===== src/rtl/ti_calc_stack.sv =====
// Keystroke calculator: left-to-right signed integer evaluation with multi-digit
// entry, optional multiply, and a parenthesis stack of DEPTH {acc, pend} pairs.
//
// state   | meaning
// S_START | awaiting an operand (after CLEAR, reset or LP)
// S_NUM   | entering digits into entry
// S_OP    | operator pressed, pend holds it
// S_VAL   | value of a just-closed parenthesis held in acc
// S_RES   | result of EQUALS shown
// S_ERR   | error latched until CLEAR
module ti_calc_stack #(
  parameter int WIDTH   = 8,
  parameter int DEPTH   = 4,
  parameter bit EN_MULT = 1'b1
) (
  input  logic                         clk,
  input  logic                         rst,
  input  logic [3:0]                   key_op,
  input  logic [3:0]                   key_num,
  output logic signed [WIDTH-1:0]      display,
  output logic                         error,
  output logic [$clog2(DEPTH+1)-1:0]   depth
);

  localparam int SPW = $clog2(DEPTH+1);
  localparam int IW  = (DEPTH > 1) ? $clog2(DEPTH) : 1;
  localparam int W2  = 2 * WIDTH;
  localparam logic [SPW-1:0] SP_MAX = SPW'(DEPTH);
  localparam logic signed [WIDTH-1:0] MOST_NEG = {1'b1, {(WIDTH-1){1'b0}}};
  localparam logic signed [W2-1:0] TEN = W2'(10);

  localparam logic [3:0] K_NONE = 4'd0, K_NUMBER = 4'd1, K_PLUS = 4'd2, K_MINUS = 4'd3,
                         K_NEGATE = 4'd4, K_EQUALS = 4'd5, K_CLEAR = 4'd6, K_LP = 4'd7,
                         K_RP = 4'd8, K_TIMES = 4'd9;

  typedef enum logic [2:0] {S_START, S_NUM, S_OP, S_VAL, S_RES, S_ERR} state_t;
  typedef enum logic [1:0] {P_NONE, P_PLUS, P_MINUS, P_TIMES} pend_t;

  function automatic logic signed [W2-1:0] widen(input logic signed [WIDTH-1:0] x);
    return {{WIDTH{x[WIDTH-1]}}, x};
  endfunction

  // A wide result is representable when its top WIDTH+1 bits are all sign copies.
  function automatic logic fits(input logic signed [W2-1:0] x);
    return (x[W2-1:WIDTH-1] == '0) || (x[W2-1:WIDTH-1] == '1);
  endfunction

  function automatic logic signed [W2-1:0] apply(input logic signed [WIDTH-1:0] a,
                                                 input pend_t p,
                                                 input logic signed [WIDTH-1:0] v);
    logic signed [W2-1:0] aw;
    logic signed [W2-1:0] vw;
    aw = widen(a);
    vw = widen(v);
    case (p)
      P_PLUS:  return aw + vw;
      P_MINUS: return aw - vw;
      P_TIMES: return aw * vw;
      default: return vw;
    endcase
  endfunction

  function automatic pend_t op_pend(input logic [3:0] op);
    case (op)
      K_PLUS:  return P_PLUS;
      K_MINUS: return P_MINUS;
      K_TIMES: return P_TIMES;
      default: return P_NONE;
    endcase
  endfunction

  state_t                  state, nxt_state;
  pend_t                   pend, nxt_pend, push_pend;
  logic signed [WIDTH-1:0] acc, nxt_acc, entry, nxt_entry, push_acc;
  logic [SPW-1:0]          sp, nxt_sp;
  logic                    do_push, do_clr;
  logic signed [WIDTH-1:0] stk_acc [DEPTH];
  pend_t                   stk_pend [DEPTH];

  logic [IW-1:0]           top_idx, push_idx;
  logic signed [W2-1:0]    dig_in, base_w, dig_w, ap_w, v_w, rp_w;

  assign push_idx = sp[IW-1:0];
  assign top_idx  = IW'(sp - 1'b1);
  assign dig_in   = {{(W2-4){1'b0}}, key_num};
  assign depth    = sp;

  // A fresh number is treated as 0*10+d so every digit goes through one range check.
  always_comb begin
    base_w = (state == S_NUM) ? widen(entry) : '0;
    dig_w  = base_w[W2-1] ? (base_w * TEN - dig_in) : (base_w * TEN + dig_in);
    ap_w   = apply(acc, pend, entry);
    v_w    = (state == S_NUM) ? ap_w : widen(acc);
    rp_w   = apply(stk_acc[top_idx], stk_pend[top_idx], v_w[WIDTH-1:0]);
  end

  always_comb begin
    nxt_state = state;
    nxt_acc   = acc;
    nxt_pend  = pend;
    nxt_entry = entry;
    nxt_sp    = sp;
    do_push   = 1'b0;
    do_clr    = 1'b0;
    push_acc  = acc;
    push_pend = pend;
    if (key_op == K_CLEAR) begin
      do_clr    = 1'b1;
      nxt_state = S_START;
      nxt_acc   = '0;
      nxt_pend  = P_NONE;
      nxt_entry = '0;
      nxt_sp    = '0;
    end else if (state != S_ERR) begin
      case (key_op)
        K_NONE: ;
        K_NUMBER: begin
          if (key_num > 4'd9 || state == S_VAL || !fits(dig_w)) begin
            nxt_state = S_ERR;
          end else begin
            nxt_entry = dig_w[WIDTH-1:0];
            nxt_state = S_NUM;
            if (state == S_RES) begin
              nxt_acc  = '0;
              nxt_pend = P_NONE;
            end
          end
        end
        K_NEGATE: begin
          case (state)
            S_NUM: begin
              if (entry == MOST_NEG) nxt_state = S_ERR;
              else nxt_entry = -entry;
            end
            S_VAL, S_RES: begin
              if (acc == MOST_NEG) nxt_state = S_ERR;
              else nxt_acc = -acc;
            end
            default: ;
          endcase
        end
        K_PLUS, K_MINUS, K_TIMES: begin
          if ((key_op == K_TIMES && !EN_MULT) || (state == S_NUM && !fits(ap_w))) begin
            nxt_state = S_ERR;
          end else begin
            if (state == S_NUM) nxt_acc = ap_w[WIDTH-1:0];
            else if (state == S_START) nxt_acc = '0;
            nxt_pend  = op_pend(key_op);
            nxt_state = S_OP;
          end
        end
        K_LP: begin
          if (state == S_NUM || state == S_VAL || sp == SP_MAX) begin
            nxt_state = S_ERR;
          end else begin
            do_push = 1'b1;
            if (state == S_RES) begin
              push_acc  = '0;
              push_pend = P_NONE;
            end
            nxt_sp    = sp + 1'b1;
            nxt_acc   = '0;
            nxt_pend  = P_NONE;
            nxt_state = S_START;
          end
        end
        K_RP: begin
          if (sp == '0 || !(state == S_NUM || state == S_VAL) || !fits(v_w) || !fits(rp_w)) begin
            nxt_state = S_ERR;
          end else begin
            nxt_sp    = sp - 1'b1;
            nxt_acc   = rp_w[WIDTH-1:0];
            nxt_pend  = P_NONE;
            nxt_state = S_VAL;
          end
        end
        K_EQUALS: begin
          if (state == S_RES) begin
            nxt_state = S_RES;
          end else if (sp != '0 || (state == S_NUM && !fits(ap_w))) begin
            nxt_state = S_ERR;
          end else begin
            if (state == S_NUM) nxt_acc = ap_w[WIDTH-1:0];
            nxt_pend  = P_NONE;
            nxt_state = S_RES;
          end
        end
        default: nxt_state = S_ERR;
      endcase
    end
  end

  always_ff @(posedge clk or posedge rst) begin
    if (rst) begin
      state   <= S_START;
      acc     <= '0;
      pend    <= P_NONE;
      entry   <= '0;
      sp      <= '0;
      display <= '0;
      error   <= 1'b0;
      for (int i = 0; i < DEPTH; i++) begin
        stk_acc[i]  <= '0;
        stk_pend[i] <= P_NONE;
      end
    end else begin
      state   <= nxt_state;
      acc     <= nxt_acc;
      pend    <= nxt_pend;
      entry   <= nxt_entry;
      sp      <= nxt_sp;
      display <= (nxt_state == S_NUM) ? nxt_entry : (nxt_state == S_ERR) ? '0 : nxt_acc;
      error   <= (nxt_state == S_ERR);
      if (do_clr) begin
        for (int i = 0; i < DEPTH; i++) begin
          stk_acc[i]  <= '0;
          stk_pend[i] <= P_NONE;
        end
      end else if (do_push) begin
        stk_acc[push_idx]  <= push_acc;
        stk_pend[push_idx] <= push_pend;
      end
    end
  end

endmodule


===== config.mk =====
export PLATFORM = sky130hd
export DESIGN_NAME = ti_calc_stack
export DESIGN_NICKNAME = d
export VERILOG_FILES = /design/src/rtl/ti_calc_stack.sv
export SDC_FILE = /design/constraint.sdc
export NUM_CORES = 1
export LEC_CHECK = 0
export ABC_AREA = 1
export CORE_MARGIN = 1
export CORE_UTILIZATION = 63
export CTS_BUF_LIST = sky130_fd_sc_hd__clkbuf_8
export DETAILED_ROUTE_END_ITERATION = 12
export PLACE_DENSITY = 0.82
export SLEW_MARGIN = 20
export SYNTH_ARGS = -nofsm -noshare
export SYNTH_HDL_FRONTEND = slang
export SYNTH_SLANG_ARGS = --single-unit
export TNS_END_PERCENT = 30

===== constraint.sdc =====
create_clock -name clk -period 10.1 [get_ports clk]
set_input_delay 1.01 -clock clk [delete_from_list [all_inputs] [get_ports clk]]
set_output_delay 1.01 -clock clk [all_outputs]
set_load 0.005 [all_outputs]

==> results.json <==
{
  "status": "complete, no violations",
  "ys_seq_elements": 73,
  "cts.clk_slew.worst_paths_ns": 0.08,
  "io_buffers": 21,
  "numCtsBuffers": 9,
  "row_count": 52,
  "hold_viol": 0,
  "synth_area_per_cell_sq_um": 6.82,
  "drc": 0,
  "start_util": 0.641,
  "max_freq_mhz": 108,
  "fin_area_sq_um": 13700,
  "regArea_sq_um": 1830,
  "antennaDiodeCount": 0,
  "reg2regPathDepth": 39,
  "yosysTopAreaCell": "fa_1",
  "crit_path_end_kind": "register",
  "cts.htree.levels": 3,
  "synth_fp_nets": 2147,
  "r2r-start": "entry[4]",
  "coreArea_sq_um": 20200,
  "hpwl_um": 32000,
  "synth_cell_types": 58,
  "synth_area_leaders": "fa_1 (18%), dfrtp_1 (14%), ha_1 (11%), nand2_1 (11%), inv_1 (11%)",
  "vias": 12892,
  "place_area_sq_um": 13500,
  "synth_edf_count": 0,
  "post-route-period-util": 0.917,
  "setup_violations": 0,
  "synth_flop_cell": "dfrtp_1",
  "gr-total-overflow": 0,
  "slew_headroom": 0.256,
  "die_area_sq_um": 21200,
  "drive_above_1_share": 0.0564,
  "wire_per_inst_um": 18.0,
  "crit_type": "reg -> reg",
  "syn_area_sq_um": 13000,
  "skew_ns": 0.0136,
  "cts_buffer_depth": 2,
  "die_w_um": 145,
  "fin_crit_ns": 9.26,
  "grt_max_degree": 74,
  "fillers": 1833,
  "clk_latency_ns": 0.38,
  "setup_ws_ns": 0.839,
  "final_common_cell": "nand2_1",
  "chipHeight_um": 145,
  "min_path_cells": 2,
  "viasPerCell": 5.90,
  "grt_antenna_before_repair": 0,
  "grt_setup_unrepaired": "false",
  "place_congestion": 1.02,
  "holdPathEnd": "stk_acc[25]",
  "synth_top_area_frac": 0.181,
  "critPathSlowestCell": "dfrtp_1",
  "drtAntennaViolNets": 0,
  "drt_wl_total_um": 39400,
  "ys_seq_area_frac": 0.141,
  "path_common_cell": "fa_1",
  "async_flop_share": 1.00,
  "cts.sinks": 73,
  "tightestPinTransition_ns": 1.12,
  "hp-class": "reg -> reg",
  "crit_fanout": 12,
  "arrival_ns": 9.57,
  "first_iter_violations": 1217,
  "io_pins": 22,
  "cp_slowest_stage_delay_ns": 0.67,
  "tns_ns": 0,
  "final_cell_mix": "nand2_1 (393), inv_1 (391), nor2_1 (159)",
  "area_delta_synth_final_pct": 5.84,
  "synthCells": 1901,
  "grt_pass1_vias": 12633,
  "drt_first_pass_iters": 6,
  "final_nets": 2157,
  "holdCritStartpoint": "stk_acc[25]",
  "place_ws_ns": 0.733,
  "worst-endpoint-required_ns": 10.41,
  "cts_root_buf": "clkbuf_8",
  "grt.total_usage": 0.386,
  "r2r_setup_slack_ns": 0.84,
  "cts_tree": "built",
  "ys_warn_count": 0,
  "worst_hold_slack_ns": 0.517,
  "grt_pass1_wl_um": 64000,
  "start_kind": "register",
  "multi_input_area_sq_um": 9370,
  "slew_violations": 0,
  "r2r-end": "display[7]",
  "maxCapViolations": 0
}
## cells in the mapped netlist (10+ instances only)
library cell	instances
dfrtp_1	73
xnor2_1	11
o21ai_1	10
o211ai_1	13
inv_1	392
nand2_2	10
clkbuf_1	40
fa_1	117
nand4_1	25
nand3_1	133
a31oi_1	15
o21ai_0	108
nor2_1	159
xor2_1	14
ha_1	119
nand2_1	394
nor3_1	25
a21oi_1	88
o22ai_1	29
inv_2	17
nand3b_1	11
## through the flow
stage / utilization / std cells
detailed placement: 0.667 / 2170
global placement: 0.667 / 2170
finish: 0.678 / 2186
global route: 0.678 / 2186
CTS: 0.678 / 2186
floorplan: - / 1901
## cells by family after synthesis
| logic type | Yosys count | synth area share |
|---|---|---|
| flip-flops | 73 | 0.141 |
| XOR/XNOR | 26 | 0.0181 |
| adder cells (fa/ha/maj) | 236 | 0.296 |
| AND/OR/NAND/NOR | 788 | 0.264 |
| AO/OA/AOI/OAI | 315 | 0.144 |
| buffers and inverters | 463 | 0.136 |
## worst max path at each step
stage               slack, ns     start         end  depth (start not counted)
floorplan                1.44  entry[7]    state[2]                         40
global placement         0.94  entry[3]    state[2]                         42
detailed placement       0.73  entry[3]  display[6]                         43
CTS                      0.69  entry[3]  display[7]                         43
global route             0.07    acc[3]  display[1]                         46
finish                   0.84  entry[4]  display[7]                         39
## sequential cells by signal (all words and copies together) (netlist names)
signal / flops
stk_acc: 32
acc: 8
display: 8
entry: 8
stk_pend: 8
depth: 3
state: 3
pend: 2
error: 1
## repair_timing
item,CTS,global route
setup buffers,0,0
resized for setup,0,4
setup endpoints to repair,0,15
hold buffers,0,0
## layout make-up
class | instances | area share
Multi-Input combinational cell | 1365 | 0.683
Tap cell | 270 | 0.0246
Clock buffer | 11 | 0.0110
Clock inverter | 5 | 0.00456
Timing Repair Buffer | 48 | 0.0301
Inverter | 414 | 0.113
Sequential cell | 73 | 0.133
## worst max-delay path, delay by kind of cell (launching register included)
kind,cells,cell delay [ns]
adders and majority gates,10,4.75
AOI/OAI and AO/OA,4,0.54
xor gates and xnor gates,1,0.15
and+or+nand+nor,21,2.94
DFF,1,0.67
buffers and inverters,3,0.16
## layer usage
metal  up-vias  track usage  share of wire  wire (um)
li1       6072            -              -          -
met5         -            0              0          0
met1      6046        0.481           0.39      15500
met3       148       0.0630          0.082       3240
met2       626        0.644           0.47      18400
met4         0        0.204          0.058       2300
Power is left out: the tool's default activity adds up to more than one toggle a clock period on the data nets, which glitch-free logic cannot reach.
